$ cat src/rtl/countdown_especial.sv
// ----------------------------------------------------------------------------
// countdown_especial
//   Loadable down-counter (timer) with a selectable step of 1 or 2.
//   A start request loads load_val. The counter then decrements once per cycle
//   until it saturates at zero, and a one-cycle done pulse follows.
//   Typical use is as a delay or timeout generator.
//
// Ports
//   clk       in   1      clock, all state changes on posedge
//   rst       in   1      asynchronous, active-high reset
//   start     in   1      load load_val and begin counting
//   load_val  in   WIDTH  unsigned start value
//   ctrl      in   1      step select: 1 -> step 2, 0 -> step 1
//   pause     in   1      hold the count while running
//   count     out  WIDTH  current counter value
//   busy      out  1      high while running
//   done      out  1      high for the single cycle after reaching zero
// ----------------------------------------------------------------------------
module countdown_especial #(
    parameter int WIDTH = 4
) (
    input  logic             clk,
    input  logic             rst,
    input  logic             start,
    input  logic [WIDTH-1:0] load_val,
    input  logic             ctrl,
    input  logic             pause,
    output logic [WIDTH-1:0] count,
    output logic             busy,
    output logic             done
);

    typedef enum logic [1:0] {
        ST_IDLE = 2'd0,
        ST_RUN  = 2'd1,
        ST_DONE = 2'd2
    } state_t;

    state_t           r_state;
    state_t           w_state_next;
    logic [WIDTH-1:0] r_count;
    logic [WIDTH-1:0] w_count_next;
    logic [WIDTH-1:0] w_step;

    assign w_step = ctrl ? WIDTH'(2) : WIDTH'(1);

    // State register
    always_ff @(posedge clk or posedge rst) begin
        if (rst) begin
            r_state <= ST_IDLE;
            r_count <= '0;
        end else begin
            r_state <= w_state_next;
            r_count <= w_count_next;
        end
    end

    // Next-state logic. A start request takes the same path from every state.
    // A zero load goes straight to DONE, so busy never rises for it.
    always_comb begin
        w_state_next = r_state;
        w_count_next = r_count;
        case (r_state)
            ST_IDLE: begin
                if (start) begin
                    w_count_next = load_val;
                    w_state_next = (load_val != '0) ? ST_RUN : ST_DONE;
                end
            end
            ST_RUN: begin
                if (start) begin
                    w_count_next = load_val;
                    w_state_next = (load_val != '0) ? ST_RUN : ST_DONE;
                end else if (pause) begin
                    w_count_next = r_count;
                end else if (r_count > w_step) begin
                    w_count_next = r_count - w_step;
                end else begin
                    // The comparison is made before subtracting, so a count
                    // of 1 with step 2 lands on zero and does not wrap.
                    w_count_next = '0;
                    w_state_next = ST_DONE;
                end
            end
            ST_DONE: begin
                w_count_next = '0;
                w_state_next = ST_IDLE;
                if (start) begin
                    w_count_next = load_val;
                    w_state_next = (load_val != '0) ? ST_RUN : ST_DONE;
                end
            end
            default: begin
                w_state_next = ST_IDLE;
                w_count_next = '0;
            end
        endcase
    end

    // Moore outputs
    assign count = r_count;
    assign busy  = (r_state == ST_RUN);
    assign done  = (r_state == ST_DONE);

endmodule

$ cat config.mk
export PLATFORM = sky130hd
export DESIGN_NAME = countdown_especial
export DESIGN_NICKNAME = d
export VERILOG_FILES = /design/src/rtl/countdown_especial.sv
export SDC_FILE = /design/constraint.sdc
export NUM_CORES = 1
export LEC_CHECK = 0
export BUFFER_PORTS_ARGS = -buffer_cell sky130_fd_sc_hd__buf_2
export CAP_MARGIN = 25
export CORE_AREA = 2 2 39 41
export CTS_BUF_LIST = sky130_fd_sc_hd__clkbuf_16
export CTS_CLUSTER_SIZE = 30
export DETAILED_ROUTE_END_ITERATION = 10
export DIE_AREA = 0 0 41 43
export PLACE_DENSITY = 0.62
export SLEW_MARGIN = 20
export SYNTH_ARGS = -nofsm -noshare
export SYNTH_HDL_FRONTEND = slang
export SYNTH_SLANG_ARGS = --single-unit
export TNS_END_PERCENT = 20
$ cat constraint.sdc
create_clock -name clk -period 1.8 [get_ports clk]
set_input_delay 0.36 -clock clk [delete_from_list [all_inputs] [get_ports clk]]
set_output_delay 0.36 -clock clk [all_outputs]
set_load 0.1 [all_outputs]
==> impl_results.md, run 1 <==
* Number of CTS-inserted buffers at 3
* Peak fanout along the critical path at 4
* Total Wirelength at 1050 um
* Place WS at -0.0438 ns
* Fin nets at 88
* Crit Path Category: reg2reg
* Fraction of registers with async set/reset at 100%
* Antenna Cells at 0
* Routed WL per cell at 11.5 um
* Top delay family on crit path: simple AND/OR/NAND/NOR gates
* Ys flop type: dfrtp_1
* Pin count of the biggest net entering global routing at 13
* Vias in the first global route at 406
* Relative slew margins at 68.4%
* Clock skew at 0.000816 ns
* Fmax at 0.583 GHz
* Cell area power density at 1370 nW/um^2
* First-pass GRT wire length at 1580 um
* Library cells used by synthesis at 23
* WP data required at 1.93 ns
* Final Worst Setup Slack at 0.0853 ns
* ANT nets after route at 0
* Clk Latency, worst-skew pair at 0.23 ns
* Total number of vias at 460
* Max Cap Violations at 0
* Die area at 1760 um^2
* GP Congestion at 0.710
* Gr ovfl total at 0
* Worst path bufs/invs at 1
* Startpoint Class: register
* DRC errors left at 0
* Root buffer cell: clkbuf_16
* Post-synth EDFFs at 0
* Initial core utilization at 35.2%
* Max-slew violations at 0
* Seq/Total Area, Yosys at 30.8%
* Num Clock Sinks at 6
* Seq cells post-synth at 6
* TritonCTS clock tree: built
* Final worst-path cycle share at 95.3%
* Worst-path cell chain: inv_1 -> ha_2 -> fa_2 -> a21oi_1 -> or3_4 -> nand2b_4 -> a221oi_2
* I/O Buffers at 14
* Outcome: finished, final reports clean
* Core area at 1380 um^2
* Post-Synthesis Net Count at 67
* Initial antenna violation count at 0
* CP peak stage delay at 0.41 ns
* Hold Crit Class: in2async
* Final setup vio count at 0
* Share of cells above drive strength 1 at 40.0%
* Die height at 43 um
* Post-layout min period at 1.71 ns
* Estimated wirelength of the detail-placed design at 880 um
* Worst-Margin Slew at 0.470 ns
* Htree depth at 1
* Maximum vdd drop at 0.642 mV
* # IOs at 15
* Syn Area/Cell at 8.85 um^2
* Iter 0 DRT Violations at 8
* Area Overhead vs Synth at 42.7%
* RSZ-0062 raised after global routing: false
* Critical Path AT at 1.84 ns
* Total GRT Usage at 13.3%
* Die extent in x at 41 um
* Clock buffer depth at 2
* Worst-path clk slew at 0.03 ns
* YS warnings at 0
* Hold slack at 0.0355 ns
* Number of core rows at 14
* Crit path capture type: register
* Syn Inst Count at 55
* LEAKAGE at 0.338 nW
* Post-CTS Setup Inserts at 0
* Crit-path slowest cell: dfrtp_2
* Vias per cell at 5.05
* Fin. Hold Viols at 0
* Mapped Area at 487 um^2
* Sum Neg Setup Slack at 0 ns
* Detailed Routing Iterations Pass 1 at 4
[cell usage in the layout, fill, tap and decap left out, types with 2 or more instances in the layout]
cell,n
nand2_1,2
clkbuf_16,3
dfrtp_1,5
o21ai_0,4
buf_2,14
buf_4,5
o21ai_1,2
a22oi_1,6
inv_1,8
xnor2_1,2
o22a_1,3
nor2_1,3
a21oi_1,2
[path summary, 6_finish.rpt]
| check | end | depth (start not counted) | slack, ns | start |
|---|---|---|---|---|
| min in group clk | r_state[0]$_DFFE_PP0P_ | 3 | 0.49 | pause |
| max | r_state[1]$_DFFE_PP0P_ | 7 | 0.09 | count[0]$_DFFE_PP0P_ |
| min | count[2]$_DFFE_PP0P_ | 2 | 0.04 | rst |
| max in group asynchronous | count[0]$_DFFE_PP0P_ | 2 | 1.56 | rst |
| min reg2reg | r_state[0]$_DFFE_PP0P_ | 2 | 0.61 | r_state[0]$_DFFE_PP0P_ |
| max reg2reg | r_state[1]$_DFFE_PP0P_ | 7 | 0.09 | count[0]$_DFFE_PP0P_ |
[power breakdown]
part           switching, mW  internal (mW)  leakage (nW)
registers             0.0289          0.161        0.0722
clock network         0.0729          0.288        0.0423
logic                  0.280          0.119         0.223
total                  0.382          0.568         0.338
[through the flow]
step,cell area (um^2),total power [mW],std cells,utilization [%]
after floorplan,490,0.504,55,-
after global placement,603,0.581,87,43.6
after detailed placement,603,0.585,87,43.6
after CTS,682,0.952,91,49.3
after global routing,694,0.998,91,50.2
final,694,0.949,91,50.2
[cells in the mapped netlist (2+ instances only)]
cell type	instances	area, um^2
inv_1	7	26.3
a22oi_1	6	45.0
dfrtp_1	6	150
o21ai_0	6	30.0
buf_2	3	15.0
nor2_1	3	11.3
o22a_1	3	26.3
a21oi_1	2	10.0
ha_1	2	25.0
nand2_1	2	7.51
nor2b_1	2	12.5
xnor2_1	2	17.5
[kinds of logic after synthesis]
logic type / Yosys count / synth area share, %
AOI/OAI and AO/OA: 21 / 31.1
xor gates and xnor gates: 2 / 3.60
adders and majority gates: 3 / 9.25
buffers and inverters: 10 / 8.48
DFF: 6 / 30.8
and+or+nand+nor: 13 / 16.7
[repair_timing]
| action | CTS | global route |
|---|---|---|
| resized for setup | 0 | 5 |
| endpoints found under the setup margin | 0 | 6 |
| hold buffers | 0 | 0 |
[sequential cells by signal, indices dropped and copies added (netlist names)]
name     count
r_state      2
count        4
[metal layers]
layer  GRT usage (%)  up-vias  part of all wire, %
met5               0        -                    0
met4            8.00        0                    0
met3            1.57        0                  5.2
met2            20.0       11                   49
met1            17.3      211                   46
li1                -      238                    -
[final cells by class]
cell class	instances	area (um^2)
multi-input cells	39	310
clock buffers	3	75.1
flip-flops and latches	6	151
repair buffers	19	108
well taps	16	20.0
fillers	137	689
clock inverters	1	3.75
inverters	7	26.3
[worst register-to-register path, cell delays in order (launching register included)]
cell and delay (ns):
dfrtp_2 0.41, inv_1 0.06, ha_2 0.18, fa_2 0.20, a21oi_1 0.04, or3_4 0.34, nand2b_4 0.15, a221oi_2 0.23
Power figures use the tool's default switching activity.
==> run 2, diff against run 1 <==
==> constraint.sdc (replaced) <==
create_clock -name clk -period 2.1 [get_ports clk]
set_input_delay 0.42 -clock clk [delete_from_list [all_inputs] [get_ports clk]]
set_output_delay 0.42 -clock clk [all_outputs]
set_load 0.1 [all_outputs]
==> impl_results.md, run 2 (same netlist as run 1, synthesis figures left out) <==
* Worst-path clk slew at 0.03 ns
* Fin. Hold Viols at 0
* First-pass GRT wire length at 1880 um
* Routed WL per cell at 13.5 um
* Initial antenna violation count at 0
* Most common cell after layout, fill and taps aside: buf_2
* Pin count of the biggest net entering global routing at 13
* Fmax at 0.546 GHz
* Total power at 0.798 mW
* LEAKAGE at 0.313 nW
* Sum Neg Setup Slack at 0 ns
* FILL cells at 138
* Num Clock Sinks at 6
* Sw Ratio at 41.1%
* Clk Latency, worst-skew pair at 0.23 ns
* Antenna Cells at 0
* Root buffer cell: clkbuf_16
* Multi-input gate area in the final layout at 298 um^2
* Clock buffer depth at 2
* Final setup vio count at 0
* Crit path capture type: register
* Switch Pwr at 0.328 mW
* Dpl cells at 83
* Hold Crit Class: in2async
* Clk network pwr share at 38.4%
* Worst-Margin Slew at 0.485 ns
* Most frequent cells in the layout: buf_2 (14), inv_1 (7), o21ai_0 (6), a22oi_1 (6), dfrtp_1 (6)
* Vias per cell at 5.43
* Die height at 43 um
* Detailed Routing Iterations Pass 1 at 4
* Peak fanout along the critical path at 4
* Critical Path AT at 1.93 ns
* Share of cells above drive strength 1 at 31.4%
* Comb power frac at 40.5%
* Startpoint Class: register
* Area after DPL at 572 um^2
* Final worst-path cycle share at 87.2%
* Number of core rows at 14
* Estimated wirelength of the detail-placed design at 910 um
* Max FFs per register at 4
* Final Util at 46.7%
* Relative slew margins at 67.9%
* Outcome: finished, final reports clean
* Gr ovfl total at 0
* Hold slack at 0.108 ns
* Total Wirelength at 1160 um
* GP Congestion at 0.726
* # IOs at 15
* Core area at 1380 um^2
* Total GRT Usage at 16.3%
* Cts repair resizes at 0
* Max-slew violations at 0
* Post-CTS Setup Inserts at 0
* I/O Buffers at 14
* WP data required at 2.20 ns
* DRC errors left at 0
* ANT nets after route at 0
* Die area at 1760 um^2
* Initial core utilization at 35.2%
* Fin nets at 84
* Post-layout min period at 1.83 ns
* RSZ-0062 raised after global routing: false
* Maximum vdd drop at 0.467 mV
* Final Worst Setup Slack at 0.270 ns
* Sequential share of power at 21.1%
* Htree depth at 1
* Cell area power density at 1230 nW/um^2
* Max Cap Violations at 0
* Total number of vias at 467
* Clock skew at 0.00268 ns
* Die extent in x at 41 um
* Vias in the first global route at 479
* Flip-flop and latch area at 150 um^2
* Finished Cell Area at 647 um^2
* Layout Cells excl Fill at 86
* Hold-fix buffers, CTS at 0
* Place WS at 0.173 ns
* TritonCTS clock tree: built
* Crit Path Category: reg2reg
* Iter 0 DRT Violations at 15
* Number of CTS-inserted buffers at 3
* Area Overhead vs Synth at 32.9%
* Int Pwr at 0.470 mW
-- run 2: cell types whose count changed in the layout (fill, tap and decap cells not counted), sizes merged --
| cell | change |
|---|---|
| buf | -4 |
| inv | -1 |
-- run 2: area by class of cell --
type,instances,share of cell area [%]
multi-input combinational,39,46.0
inverter,7,4.06
tap,16,3.09
timing repair buffer,15,12.0
clock buffer,3,11.6
sequential,6,23.2
-- run 2: final timing paths --
check	to	slack [ns]	cells after the start	start
min in group clk	r_state[0]$_DFFE_PP0P_	0.54	3	pause
setup reg to reg	r_state[0]$_DFFE_PP0P_	0.27	7	count[0]$_DFFE_PP0P_
hold reg to reg	r_state[1]$_DFFE_PP0P_	0.63	2	r_state[1]$_DFFE_PP0P_
hold / removal	count[2]$_DFFE_PP0P_	0.11	2	rst
max in group asynchronous	r_state[1]$_DFFE_PP0P_	1.79	2	rst
setup / recovery	r_state[0]$_DFFE_PP0P_	0.27	7	count[0]$_DFFE_PP0P_
-- run 2: metal layers --
layer | GRT usage, % | vias up | share of wire [%] | wire [um]
li1 | - | 232 | - | -
met5 | 0 | - | 0 | 0
met1 | 16.8 | 215 | 40 | 463
met4 | 9.33 | 0 | 1.9 | 22
met3 | 5.24 | 4 | 6.5 | 75
met2 | 26.9 | 16 | 52 | 599
-- run 2: power by group through the flow --
| stage | sequential [mW] | clock, mW | combinational [mW] |
|---|---|---|---|
| after floorplan | 0.273 | 0 | 0.158 |
| after CTS | 0.168 | 0.308 | 0.325 |
| after detailed placement | 0.170 | 0 | 0.322 |
| final | 0.168 | 0.306 | 0.323 |
| after global routing | 0.173 | 0.315 | 0.342 |
| after global placement | 0.169 | 0 | 0.319 |
-- run 2: worst max-delay path, stage by stage, from the launching register on --
cell,delay (ns)
dfrtp_1,0.38
inv_1,0.07
ha_1,0.21
fa_1,0.42
a21oi_1,0.15
or3_4,0.15
nor2_1,0.04
o41ai_1,0.29
==> run 3, diff against run 2 <==
--- a/config.mk
+++ b/config.mk
@@ -5,15 +5,14 @@
 export SDC_FILE = /design/constraint.sdc
 export NUM_CORES = 1
 export LEC_CHECK = 0
+export ABC_AREA = 1
 export BUFFER_PORTS_ARGS = -buffer_cell sky130_fd_sc_hd__buf_2
 export CAP_MARGIN = 25
 export CORE_AREA = 2 2 39 41
-export CTS_BUF_LIST = sky130_fd_sc_hd__clkbuf_16
 export CTS_CLUSTER_SIZE = 30
 export DETAILED_ROUTE_END_ITERATION = 10
 export DIE_AREA = 0 0 41 43
 export PLACE_DENSITY = 0.62
-export SLEW_MARGIN = 20
 export SYNTH_ARGS = -nofsm -noshare
 export SYNTH_HDL_FRONTEND = slang
 export SYNTH_SLANG_ARGS = --single-unit
==> impl_results.md, run 3 <==
* Outcome: finished, final reports clean
* Crit Path Category: reg2reg
* Number of core rows at 14
* Estimated wirelength of the detail-placed design at 762 um
* Number of CTS-inserted buffers at 3
* Iter 0 DRT Violations at 4
* XOR/XNOR share of the synthesized area at 1.82%
* Initial core utilization at 34.8%
* Post-layout min period at 1.65 ns
* I/O Buffers at 14
* Hold Crit Class: in2async
* TritonCTS clock tree: built
* Syn Inst Count at 74
* # IOs at 15
* Peak fanout along the critical path at 5
* Clock buffer depth at 2
* Ys flop type: dfrtp_1
* Die height at 43 um
* Mux contribution to synthesized area at 0%
* Largest family of logic cells by synthesized area: simple AND/OR/NAND/NOR gates
* Max Cap Violations at 0
* Post-Synthesis Net Count at 86
* First-pass GRT wire length at 1680 um
* CP peak stage delay at 0.40 ns
* Total number of vias at 457
* Core area at 1380 um^2
* Sum Neg Setup Slack at 0 ns
* Post-synth top cells: nand2_1 (34), inv_1 (11), nor2_1 (10)
* Die area at 1760 um^2
* Top cell type's share of synthesized area at 31.2%
* Final worst-path cycle share at 78.4%
* Max FFs per register at 4
* Initial antenna violation count at 0
* Fraction of registers with async set/reset at 100%
* Htree depth at 1
* Num Clock Sinks at 6
* Leading area contributor after synthesis: dfrtp_1
* Cts repair resizes at 0
* YS warnings at 0
* Crit-path slowest cell: fa_1
* Critical Path AT at 1.77 ns
* Share of cells above drive strength 1 at 26.1%
* Max-slew violations at 0
* Fin. Hold Viols at 0
* Most common cell after layout, fill and taps aside: nand2_1
* Worst-path clk slew at 0.05 ns
* Most common cell in the netlist: nand2_1
* Total Wirelength at 919 um
* Pin count of the biggest net entering global routing at 7
* ANT nets after route at 0
* Hold-fix buffers, CTS at 0
* Fmax at 0.607 GHz
* Total GRT Usage at 14.1%
* Post-synth EDFFs at 0
* Seq cells post-synth at 6
* Final setup vio count at 0
* Detailed Routing Iterations Pass 1 at 4
* Seq/Total Area, Yosys at 31.2%
* Antenna Cells at 0
* Most frequent cells in the layout: nand2_1 (34), buf_2 (14), inv_1 (11)
* Clk Latency, worst-skew pair at 0.24 ns
* WP data required at 2.23 ns
* Relative slew margins at 67.9%
* Startpoint Class: register
* Clock skew at 0.00576 ns
* Syn Area/Cell at 6.51 um^2
* Adder-Cell Fraction of Synth Area at 9.35%
* Vias in the first global route at 440
* Worst-Margin Slew at 0.485 ns
* Simple-gate share of the synthesized area at 37.9%
* Library cells used by synthesis at 15
* FILL cells at 151
* Routed WL per cell at 8.51 um
* Fin nets at 105
* Crit path capture type: register
* Top post-synthesis cells by area: dfrtp_1 (31%), nand2_1 (26%), inv_1 (8.6%)
* DRC errors left at 0
* Area Overhead vs Synth at 24.4%
* Mapped Area at 482 um^2
* Root buffer cell: clkbuf_4
* Die extent in x at 41 um
* Gr ovfl total at 0
* Vias per cell at 4.23
* RSZ-0062 raised after global routing: false
* Worst-path cell chain: inv_1 -> ha_1 -> fa_1 -> inv_1 -> nand2_1 -> a21oi_4 -> nor2_2 -> nand2_1 -> o21ai_1
* Compound-cell area share of the yosys netlist at 10.4%
* GP Congestion at 0.775
* Post-CTS Setup Inserts at 0
[run 3: changes by cell type after synthesis, sizes merged, moves of 2 or more]
cell	before	now
inv	7	12
buf	3	0
xnor2	2	0
o22a	3	0
o21ai	6	2
a22oi	6	0
nor2	3	12
nor2b	2	0
nand2	2	34
nand2b	2	0
[run 3: final cells by class]
type,count,area [um^2],share of cell area [%]
Multi-Input combinational cell,56,287,47.8
Timing Repair Buffer,14,70.1,11.7
Sequential cell,6,151,25.3
Tap cell,16,20.0,3.34
Inverter,12,45.0,7.52
Clock buffer,4,26.3,4.38
[run 3: metrics by stage]
step	cells	util [%]	cell area, um^2	setup slack [ns]	hold WS [ns]
2_1_floorplan	74	-	483	0.000519	0.211
3_3_place_gp	104	41.4	573	0.276	0.337
3_5_place_dp	104	41.4	573	0.224	0.341
4_1_cts	108	43.3	599	0.420	0.0703
5_1_grt	108	43.3	599	0.286	0.0898
6_report	108	43.3	599	0.453	0.0746
[run 3: final timing paths]
check,from,endpoint,slack (ns),depth (start not counted)
max,count[0]$_DFFE_PP0P_,r_state[0]$_DFFE_PP0P_,0.45,9
min,rst,r_state[1]$_DFFE_PP0P_,0.07,2
max reg2reg,count[0]$_DFFE_PP0P_,r_state[0]$_DFFE_PP0P_,0.45,9
min reg2reg,count[0]$_DFFE_PP0P_,count[0]$_DFFE_PP0P_,0.51,2
max in group asynchronous,rst,count[0]$_DFFE_PP0P_,1.82,2
min in group clk,load_val[0],count[0]$_DFFE_PP0P_,0.49,5
[run 3: critical path, delay by kind of cell (launching register included)]
family,cells,cell delay (ns)
adder cells (fa/ha/maj),2,0.59
AO/OA/AOI/OAI,2,0.24
buffers and inverters,2,0.12
flip-flops,1,0.37
AND/OR/NAND/NOR,3,0.20
[run 3: metal layers]
metal	global-route usage (%)	wire, um	up-vias
met5	0	0	-
met4	4.00	0	0
met3	6.28	43	0
met2	20.0	410	11
met1	18.9	464	190
li1	-	-	256
[run 3: logic make-up after synthesis]
logic type / Yosys count
AND/OR/NAND/NOR: 47
flip-flops: 6
buffers and inverters: 12
adder cells (fa/ha/maj): 3
XOR/XNOR: 1
AO/OA/AOI/OAI: 5
Power of run 3 is left out: the tool's default activity adds up to more than one toggle a clock period on the data nets, which glitch-free logic cannot reach.
